**src/rtl/usb_tx_encoder.sv**
```systemverilog
// usb_tx_encoder: full-speed USB transmit serialiser (SYNC/PID/DATA/CRC16/EOP).
// Bit stuffing + NRZI. Optional underrun abort via USB_TX_UNDERRUN_EN.
module usb_tx_encoder #(
   parameter int CLKS_PER_BIT = 4
) (
   input  logic       clk,
   input  logic       rst,
   input  logic [2:0] tx_packet,
   input  logic [6:0] buffer_occupancy,
   input  logic [7:0] tx_packet_data,
   output logic       get_tx_data,
   output logic       dplus_out,
   output logic       dminus_out,
   output logic       tx_transfer_active,
   output logic       tx_done
`ifdef USB_TX_UNDERRUN_EN
   ,
   output logic       tx_error
`endif
);

   localparam int DW = (CLKS_PER_BIT > 1) ? $clog2(CLKS_PER_BIT) : 1;
   localparam logic [DW-1:0] DIV_LAST = DW'(CLKS_PER_BIT - 1);

   typedef enum logic [3:0] {
      S_IDLE,
      S_SYNC,
      S_PID,
      S_DATA,
      S_CRC_LO,
      S_CRC_HI,
      S_EOP_SE0,
      S_EOP_J,
      S_DONE
   } state_t;

   state_t        state_q, state_d;
   logic [DW-1:0] div_q, div_d;
   logic [2:0]    bit_q, bit_d;
   logic [7:0]    shift_q, shift_d;
   logic [7:0]    data_q, data_d;
   logic [6:0]    rem_q, rem_d;
   logic          dpkt_q, dpkt_d;
   logic [3:0]    pid_q, pid_d;
   logic [15:0]   crc_q, crc_d;
   logic [2:0]    ones_q, ones_d;
   logic          stuff_q, stuff_d;
   logic          line_q, line_d;
   logic          dp_q, dp_d;
   logic          dm_q, dm_d;
   logic          active_q, active_d;
   logic          done_q, done_d;
   logic          get_q, get_d;
   logic          abort_q, abort_d;
`ifdef USB_TX_UNDERRUN_EN
   logic          err_q, err_d;
`endif

   logic [3:0]    pid_sel;
   logic          req_ok;
   logic          bit_end;
   logic          launch;
   logic          raw;
   logic          fetch;
   state_t        nxt_state;
   logic [7:0]    nxt_byte;
   logic [2:0]    nxt_bit;
   logic          nxt_stuff;
   logic [7:0]    head_byte;

   // request code to 4-bit PID
   always_comb begin
      pid_sel = 4'h0;
      unique case (tx_packet)
         3'd1:    pid_sel = 4'h3;
         3'd2:    pid_sel = 4'hB;
         3'd3:    pid_sel = 4'h2;
         3'd4:    pid_sel = 4'hA;
         3'd5:    pid_sel = 4'hE;
         default: pid_sel = 4'h0;
      endcase
   end

   // next-state, bit sequencing, stuffing, NRZI and fetch control
   always_comb begin
      state_d   = state_q;
      div_d     = '0;
      bit_d     = bit_q;
      shift_d   = shift_q;
      data_d    = data_q;
      rem_d     = rem_q;
      dpkt_d    = dpkt_q;
      pid_d     = pid_q;
      crc_d     = crc_q;
      ones_d    = ones_q;
      stuff_d   = stuff_q;
      line_d    = line_q;
      dp_d      = dp_q;
      dm_d      = dm_q;
      active_d  = active_q;
      done_d    = 1'b0;
      get_d     = 1'b0;
      abort_d   = abort_q;
`ifdef USB_TX_UNDERRUN_EN
      err_d     = 1'b0;
`endif
      nxt_state = state_q;
      nxt_byte  = shift_q;
      nxt_bit   = bit_q;
      nxt_stuff = 1'b0;
      launch    = 1'b0;
      fetch     = 1'b0;
      req_ok    = (tx_packet >= 3'd1) &&
                  (tx_packet <= 3'd5);
      bit_end   = (div_q == DIV_LAST);
      head_byte = get_q ? tx_packet_data
                        : data_q;
      if (get_q) data_d = tx_packet_data;

      unique case (state_q)
         S_IDLE: begin
            if (req_ok) begin
               pid_d     = pid_sel;
               dpkt_d    = (tx_packet <= 3'd2);
               rem_d     = (tx_packet <= 3'd2)
                           ? buffer_occupancy : '0;
               crc_d     = 16'hFFFF;
               abort_d   = 1'b0;
               active_d  = 1'b1;
               nxt_state = S_SYNC;
               nxt_byte  = 8'h80;
               nxt_bit   = 3'd0;
               launch    = 1'b1;
            end
         end
         S_SYNC, S_PID, S_DATA,
         S_CRC_LO, S_CRC_HI: begin
            div_d = bit_end ? '0 : div_q + 1'b1;
            if (bit_end) begin
               launch = 1'b1;
               if (!stuff_q && ones_q == 3'd6) begin
                  nxt_stuff = 1'b1;
               end else if (bit_q != 3'd7) begin
                  nxt_bit = bit_q + 3'd1;
               end else begin
                  nxt_bit = 3'd0;
                  unique case (state_q)
                     S_SYNC: begin
                        nxt_state = S_PID;
                        nxt_byte  = {~pid_q, pid_q};
                     end
                     S_PID, S_DATA: begin
                        if (abort_q) begin
                           nxt_state = S_EOP_SE0;
                        end else if (rem_q != '0) begin
                           nxt_state = S_DATA;
                           nxt_byte  = head_byte;
                           rem_d     = rem_q - 7'd1;
                        end else if (dpkt_q) begin
                           nxt_state = S_CRC_LO;
                           nxt_byte  = ~crc_q[7:0];
                        end else begin
                           nxt_state = S_EOP_SE0;
                        end
                     end
                     S_CRC_LO: begin
                        nxt_state = S_CRC_HI;
                        nxt_byte  = ~crc_q[15:8];
                     end
                     default: begin
                        nxt_state = S_EOP_SE0;
                     end
                  endcase
               end
            end
         end
         S_EOP_SE0: begin
            div_d = bit_end ? '0 : div_q + 1'b1;
            if (bit_end) begin
               if (bit_q == 3'd0) begin
                  bit_d = 3'd1;
               end else begin
                  state_d = S_EOP_J;
                  bit_d   = 3'd0;
                  line_d  = 1'b1;
                  dp_d    = 1'b1;
                  dm_d    = 1'b0;
               end
            end
         end
         S_EOP_J: begin
            div_d = bit_end ? '0 : div_q + 1'b1;
            if (bit_end) begin
               state_d  = S_DONE;
               active_d = 1'b0;
               done_d   = 1'b1;
            end
         end
         S_DONE: begin
            state_d = S_IDLE;
         end
         default: begin
            state_d = S_IDLE;
         end
      endcase

      raw = nxt_stuff ? 1'b0 : nxt_byte[nxt_bit];

      if (launch && nxt_state == S_EOP_SE0) begin
         state_d = S_EOP_SE0;
         bit_d   = 3'd0;
         stuff_d = 1'b0;
         ones_d  = 3'd0;
         dp_d    = 1'b0;
         dm_d    = 1'b0;
      end else if (launch) begin
         state_d = nxt_state;
         bit_d   = nxt_bit;
         shift_d = nxt_byte;
         stuff_d = nxt_stuff;
         ones_d  = raw ? ones_q + 3'd1 : 3'd0;
         line_d  = raw ? line_q : ~line_q;
         dp_d    = line_d;
         dm_d    = ~line_d;
         if (nxt_state == S_DATA && !nxt_stuff) begin
            crc_d = (crc_q >> 1) ^
                    ((crc_q[0] ^ raw) ? 16'hA001
                                      : 16'h0000);
         end
         fetch = !nxt_stuff &&
                 (nxt_bit == 3'd7) &&
                 (nxt_state == S_PID ||
                  nxt_state == S_DATA) &&
                 (rem_q != '0) &&
                 !abort_q;
      end

      if (fetch) begin
`ifdef USB_TX_UNDERRUN_EN
         if (buffer_occupancy == '0) begin
            err_d   = 1'b1;
            abort_d = 1'b1;
         end else begin
            get_d = 1'b1;
         end
`else
         get_d = 1'b1;
`endif
      end
   end

   // state and datapath registers
   always_ff @(posedge clk or posedge rst) begin
      if (rst) begin
         state_q  <= S_IDLE;
         div_q    <= '0;
         bit_q    <= 3'd0;
         shift_q  <= 8'h00;
         data_q   <= 8'h00;
         rem_q    <= 7'd0;
         dpkt_q   <= 1'b0;
         pid_q    <= 4'h0;
         crc_q    <= 16'h0000;
         ones_q   <= 3'd0;
         stuff_q  <= 1'b0;
         line_q   <= 1'b1;
         dp_q     <= 1'b1;
         dm_q     <= 1'b0;
         active_q <= 1'b0;
         done_q   <= 1'b0;
         get_q    <= 1'b0;
         abort_q  <= 1'b0;
      end else begin
         state_q  <= state_d;
         div_q    <= div_d;
         bit_q    <= bit_d;
         shift_q  <= shift_d;
         data_q   <= data_d;
         rem_q    <= rem_d;
         dpkt_q   <= dpkt_d;
         pid_q    <= pid_d;
         crc_q    <= crc_d;
         ones_q   <= ones_d;
         stuff_q  <= stuff_d;
         line_q   <= line_d;
         dp_q     <= dp_d;
         dm_q     <= dm_d;
         active_q <= active_d;
         done_q   <= done_d;
         get_q    <= get_d;
         abort_q  <= abort_d;
      end
   end

`ifdef USB_TX_UNDERRUN_EN
   // underrun error pulse
   always_ff @(posedge clk or posedge rst) begin
      if (rst) err_q <= 1'b0;
      else     err_q <= err_d;
   end

   assign tx_error = err_q;
`endif

   assign get_tx_data        = get_q;
   assign dplus_out          = dp_q;
   assign dminus_out         = dm_q;
   assign tx_transfer_active = active_q;
   assign tx_done            = done_q;

endmodule

```
**config.mk**
```make
export PLATFORM = sky130hd
export DESIGN_NAME = usb_tx_encoder
export DESIGN_NICKNAME = d
export VERILOG_FILES = /design/src/rtl/usb_tx_encoder.sv
export SDC_FILE = /design/constraint.sdc
export NUM_CORES = 1
export LEC_CHECK = 0
export CAP_MARGIN = 20
export CORE_AREA = 2 2 95 97
export CTS_CLUSTER_SIZE = 8
export DETAILED_ROUTE_END_ITERATION = 16
export DIE_AREA = 0 0 97 99
export PLACE_DENSITY = 0.61
export SLEW_MARGIN = 20
export SYNTH_ARGS = -nofsm -noshare
export SYNTH_HDL_FRONTEND = slang
export SYNTH_SLANG_ARGS = --single-unit
```
**constraint.sdc**
```tcl
create_clock -name clk -period 3.3 [get_ports clk]
set_input_delay 0.495 -clock clk [delete_from_list [all_inputs] [get_ports clk]]
set_output_delay 0.495 -clock clk [all_outputs]
set_load 0.02 [all_outputs]
```
==> flow_summary.json, run 1 <==
{
  "path_max_fanout": 8,
  "p_total_mw": 4.12,
  "fmax_mhz": 319,
  "ctsHoldBuffers": 0,
  "p_clk_frac": 0.143,
  "drtIter0Drc": 269,
  "tightest_slew_ns": 0.779,
  "required_ns": 3.57,
  "antenna_found_initial": 0,
  "drtPass1Iterations": 5,
  "vias": 3407,
  "cp-end-kind": "register",
  "place_congestion": 0.906,
  "grt_pass1_wl_um": 16300,
  "syn_inst": 435,
  "grt-ovfl-total": 0,
  "chipWidth_um": 97,
  "yosysTopAreaCell": "dfrtp_1",
  "ios": 25,
  "peakVddDrop_v": 0.000552,
  "final_common_cell": "dfrtp_1",
  "grt_pass1_vias": 3241,
  "path_class": "reg -> reg",
  "synthMuxAreaShare": 0.0286,
  "synth_top_family_by_area": "compound AO/OA/AOI/OAI gates",
  "cap_violations": 0,
  "synth-adder-area-share": 0.0228,
  "finalHoldViolCount": 0,
  "synth_edf_count": 0,
  "dieArea_um2": 9600,
  "grtUsageTotal": 0.212,
  "fillCellCount": 813,
  "ys.flop_type": "dfrtp_1",
  "r2r_slack_ns": 0.16,
  "synthesis.nets": 462,
  "synth-compound-area-share": 0.250,
  "drc_errors": 0,
  "syn_area_per_cell_um2": 8.84,
  "synth_xor_area_frac": 0.0130,
  "seq_area_frac_synth": 0.411,
  "start_util": 0.450,
  "wl_um": 9780,
  "hold_class": "reg -> reg",
  "antenna_left": 0,
  "die_y_um": 99,
  "cts_buffer_depth": 2,
  "ys_top_cells_by_area": "dfrtp_1, o21ai_0, nor2_1",
  "ys_ff_latch": 63,
  "clk_latency_ns": 0.35,
  "p_int_mw": 2.36,
  "whs_ns": 0.456,
  "crit_arrival_ns": 3.41,
  "synth-simple-area-share": 0.222,
  "cp-start-kind": "register",
  "status": "completed",
  "yosys.area.top_type_share": 0.397,
  "drive_above_1_share": 0.165,
  "synth_area_um2": 3840,
  "cts_buffers": 9,
  "switchingPower_mw": 1.76,
  "wl_per_cell_um": 16.9,
  "cts-root-buf": "clkbuf_8",
  "layout.nets": 495,
  "swShare": 0.428,
  "fin_crit_sh": 0.951,
  "io_buffers": 24,
  "slew_violations": 0,
  "relSlewSlack": 0.478,
  "h-tree-depth": 3,
  "rsz0062_at_grt": "yes",
  "core_area_um2": 8550,
  "skew_ns": 0.00496,
  "leakagePower_nw": 1.88,
  "period_needed_ns": 3.14,
  "setup_viol": 0,
  "clk_pin_slew_ns": 0.07,
  "clock_sinks": 63,
  "hpwl_um": 7110,
  "area_growth_pct": 17.3,
  "grt_max_degree": 35,
  "cts_tree": "done",
  "p_comb_frac": 0.527,
  "p_per_area_nw_per_um2": 912,
  "rows": 34,
  "synth_cell_types": 66,
  "seqPwrFrac": 0.330,
  "n_antenna_cell": 0,
  "viasPerCell": 5.87,
  "synth_warnings": 0,
  "synthArstFlopShare": 1.00,
  "mostFrequentLayoutCells": "dfrtp_1, nor2_1, o21ai_0"
}
metrics by stage:
| stage | utilization | setup TNS, ns | cell area (um2) | cells | worst slack [ns] |
|---|---|---|---|---|---|
| 2_1_floorplan | - | 0 | 3840 | 435 | 0.473 |
| 3_3_place_gp | 0.503 | -0.149 | 4300 | 563 | -0.0475 |
| 3_5_place_dp | 0.504 | -0.622 | 4310 | 563 | -0.125 |
| 4_1_cts | 0.523 | 0 | 4470 | 578 | 0.0590 |
| 5_1_grt | 0.528 | -0.0106 | 4510 | 580 | -0.0106 |
| 6_report | 0.528 | 0 | 4510 | 580 | 0.162 |
kinds of logic after synthesis:
family,Yosys count
multiplexers,10
XOR/XNOR,4
AO/OA/AOI/OAI,143
flip-flops,63
AND/OR/NAND/NOR,162
adder cells (fa/ha/maj),7
buffers and inverters,46
path summary, 6_finish.rpt:
path / start / endpoint / cells after the start
max: rem_q[0] / crc_q[13] / 12
min: div_q[0] / div_q[0] / 1
max reg2reg: rem_q[0] / crc_q[13] / 12
min reg2reg: div_q[0] / div_q[0] / 1
max in group asynchronous: rst / line_q / 3
min in group asynchronous: rst / data_q[4] / 2
Yosys cell counts (all sizes together) (3+ instances only):
cell,count
nand3b,3
buf,9
or3,6
dfrtp,61
and3b,5
nor2,50
o311ai,8
or2,7
o21ai,46
and3,5
a31o,3
and2,4
inv,15
a22o,10
a32oi,4
nor3b,15
nand3,7
a22oi,7
nand2b,3
a21o,3
o211ai,9
clkbuf,22
a21oi,28
a211oi,5
nand2,35
nor3,11
a31oi,5
nor4,3
ha,7
mux2,8
flip-flops by register name, summed over array words and instances, names as in the netlist:
register            flops
ones_q                  3
bit_q                   3
line_q                  1
shift_q                 8
dminus_out              1
tx_transfer_active      1
dpkt_q                  1
rem_q                   7
data_q                  8
state_q                 4
get_tx_data             1
stuff_q                 1
pid_q                   4
dplus_out               1
div_q                   2
tx_done                 1
crc_q                  16
worst max-delay path, cell delays in order, from the launching register on:
cell and delay, ns:
dfrtp_1 0.40, inv_1 0.08, ha_1 0.18, or3b_4 0.43, buf_4 0.18, o211ai_1 0.19
o311ai_0 0.19, a22o_1 0.25, or3b_1 0.40, nand4_1 0.17, a21o_4 0.20, xor3_1 0.24
mux2i_1 0.13
power by group through the flow:
stage	Combinational, mW	Sequential, mW	Clock (mW)
after global routing	2.43	1.41	0.641
after floorplan	1.58	1.27	0
after CTS	2.12	1.35	0.600
after global placement	2.06	1.37	0
final	2.17	1.36	0.589
after detailed placement	2.10	1.37	0
metal layers:
layer / global-route usage / up-vias / wire length [um]
met2: 0.317 / 98 / 4340
met3: 0.0433 / 28 / 443
met4: 0.113 / 0 / 399
met1: 0.292 / 1627 / 4590
met5: 0 / - / 0
li1: - / 1654 / -
what timing repair did:
action / CTS / global route
gates resized for setup: 1 / 6
setup buffers: 0 / 2
endpoints found under the setup margin: 1 / 22
pin swaps: 0 / 0
area by class of cell:
class | instances | area, um2 | share of cell area
inverters | 15 | 56.3 | 0.0125
well taps | 108 | 135 | 0.0300
multi-input cells | 326 | 2090 | 0.464
clock inverters | 4 | 22.5 | 0.00499
clock buffers | 11 | 141 | 0.0313
flip-flops and latches | 63 | 1580 | 0.350
repair buffers | 53 | 483 | 0.107
(Power assumes the default switching activity.)
==> run 2, diff against run 1 <==
--- a/config.mk
+++ b/config.mk
@@ -5,11 +5,12 @@
 export SDC_FILE = /design/constraint.sdc
 export NUM_CORES = 1
 export LEC_CHECK = 0
+export ABC_AREA = 1
 export CAP_MARGIN = 20
-export CORE_AREA = 2 2 95 97
+export CORE_AREA = 2 2 94 96
 export CTS_CLUSTER_SIZE = 8
 export DETAILED_ROUTE_END_ITERATION = 16
-export DIE_AREA = 0 0 97 99
+export DIE_AREA = 0 0 96 98
 export PLACE_DENSITY = 0.61
 export SLEW_MARGIN = 20
 export SYNTH_ARGS = -nofsm -noshare
==> flow_summary.json, run 2 <==
{
  "dieArea_um2": 9410,
  "cap_violations": 0,
  "area_growth_pct": 14.6,
  "worstReg2RegEnd": "crc_q[0]",
  "hold_depth": 1,
  "n_antenna_cell": 0,
  "ys.flop_type": "dfrtp_1",
  "wl_per_cell_um": 14.9,
  "cp-end-kind": "register",
  "hold_class": "reg -> reg",
  "tightest_slew_ns": 0.677,
  "antenna_left": 0,
  "worst_slack_ns": 0.598,
  "required_ns": 3.55,
  "cts_tree": "done",
  "mostFrequentLayoutCells": "nand2_1, inv_1, dfrtp_1",
  "drc_errors": 0,
  "ys_top_cells_by_area": "dfrtp_1, nand2_1, inv_1",
  "drtIter0Drc": 183,
  "largest-register": "crc_q",
  "grt_pass1_wl_um": 16000,
  "rsz0062_at_grt": "no",
  "vias": 3359,
  "core_area_um2": 8470,
  "synth_area_um2": 3750,
  "cp-start-kind": "register",
  "fin_crit_sh": 0.819,
  "largestRegisters": "crc_q x16, data_q x8, shift_q x8",
  "skew_ns": 0.0133,
  "peakVddDrop_v": 0.000464,
  "cts-root-buf": "clkbuf_8",
  "dp.cells": 630,
  "cts_buffer_depth": 2,
  "yosysMostFrequentCell": "nand2_1",
  "clk_pin_slew_ns": 0.08,
  "die_y_um": 98,
  "drtPass1Iterations": 4,
  "wl_um": 9640,
  "ys_ff_latch": 63,
  "hpwl_um": 7440,
  "min_from": "div_q[0]",
  "setup_tns_ns": 0,
  "yosys.area.top_type_share": 0.407,
  "r2r_start": "rem_q[0]",
  "yosysTopAreaCell": "dfrtp_1",
  "h-tree-depth": 3,
  "synth_cell_types": 47,
  "synth_warnings": 0,
  "clk_latency_ns": 0.35,
  "r2r_slack_ns": 0.60,
  "seq_area_frac_synth": 0.421,
  "ios": 25,
  "layout.nets": 560,
  "grtUsageTotal": 0.220,
  "setup_viol": 0,
  "slew_violations": 0,
  "chipWidth_um": 96,
  "syn_inst": 501,
  "io_buffers": 24,
  "syn_area_per_cell_um2": 7.49,
  "fin_cells": 646,
  "synthesis.nets": 528,
  "dp_slack_ns": 0.510,
  "start_util": 0.443,
  "grt-ovfl-total": 0,
  "cts_buffers": 9,
  "postCtsSetupBuffers": 0,
  "path_max_fanout": 14,
  "synth_commonest_cells": "nand2_1, inv_1, dfrtp_1",
  "viasPerCell": 5.20,
  "finalHoldViolCount": 0,
  "drive_above_1_share": 0.123,
  "synth_edf_count": 0,
  "rows": 34,
  "relSlewSlack": 0.549,
  "fmax_mhz": 370,
  "min_to": "div_q[0]",
  "cts_resized": 0,
  "leakagePower_nw": 2.05,
  "r2r.worst_path.cells": 19,
  "largest_register_ffs": 16,
  "path_class": "reg -> reg",
  "final_common_cell": "nand2_1",
  "status": "completed",
  "period_needed_ns": 2.70,
  "ctsHoldBuffers": 0,
  "clock_sinks": 63,
  "grt_pass1_vias": 3198,
  "antenna_found_initial": 0,
  "place_congestion": 0.999,
  "synthArstFlopShare": 1.00,
  "crit_arrival_ns": 2.95,
  "grt_max_degree": 26,
  "p_per_area_nw_per_um2": 911
}
-- run 2: cell types whose count changed in the layout (fill, tap and decap cells not counted), sizes merged, moves of 8 or more --
cell and delta:
nand3 +42, o22ai +15, o21ai -9, a22o -10
inv +74, nor3b -15, nand2 +103, buf -25
o211ai -8, a21oi -16, o311ai -8
-- run 2: kinds of logic after synthesis --
family,share of synthesized area
AO/OA/AOI/OAI,0.134
XOR/XNOR,0.00467
adder cells (fa/ha/maj),0.0233
buffers and inverters,0.104
flip-flops,0.421
multiplexers,0.00300
AND/OR/NAND/NOR,0.311
-- run 2: stage by stage --
step	utilization	hold WS [ns]	total power [mW]	area, um2
after CTS	0.508	0.450	3.92	4300
after floorplan	-	0.413	2.70	3750
final	0.508	0.444	3.92	4300
after global placement	0.486	0.424	3.21	4110
after global routing	0.508	0.479	4.25	4300
after detailed placement	0.486	0.444	3.24	4110
-- run 2: metal layers --
layer	vias up	global-route usage	part of all wire
met5	-	0	0
met4	0	0.0813	0.018
met2	94	0.344	0.46
li1	1689	-	-
met1	1563	0.308	0.47
met3	13	0.0316	0.044
-- run 2: area by class of cell --
class / instances / area [um2]
clock inverter: 6 / 61.3
tap: 108 / 135
timing repair buffer: 28 / 270
fill: 848 / 4170
inverter: 91 / 344
multi-input combinational: 340 / 1780
clock buffer: 10 / 128
sequential: 63 / 1580
-- run 2: critical path, stage by stage, from the launching register on --
cell and delay, ns:
dfrtp_1 0.38, inv_1 0.09, ha_1 0.24, inv_1 0.07, nor2_1 0.08, nand3_1 0.23, nor2_4 0.28, o221ai_1 0.14
nand2_1 0.11, nand2_1 0.07, nand4_1 0.08, nor2_2 0.06, nand2_2 0.10, nor2_4 0.05, inv_2 0.21, nand2_4 0.16
inv_1 0.10, nand2_1 0.05, nand2_1 0.06, inv_1 0.03
-- run 2: power by group --
| group | switching [mW] | internal [mW] |
|---|---|---|
| logic | 1.39 | 0.666 |
| registers | 0.190 | 1.00 |
| clock network | 0.322 | 0.346 |
| total | 1.90 | 2.01 |
-- run 2: how the worst max path moves through the flow --
stage | startpoint | endpoint | slack [ns] | depth (start not counted)
after floorplan | rem_q[0] | crc_q[13] | 1.17 | 20
after global placement | tx_packet[2] | crc_q[13] | 0.58 | 20
after detailed placement | tx_packet[2] | crc_q[13] | 0.51 | 20
after CTS | rem_q[0] | crc_q[13] | 0.62 | 19
after global routing | rem_q[0] | crc_q[13] | 0.25 | 19
final | rem_q[0] | crc_q[0] | 0.60 | 19
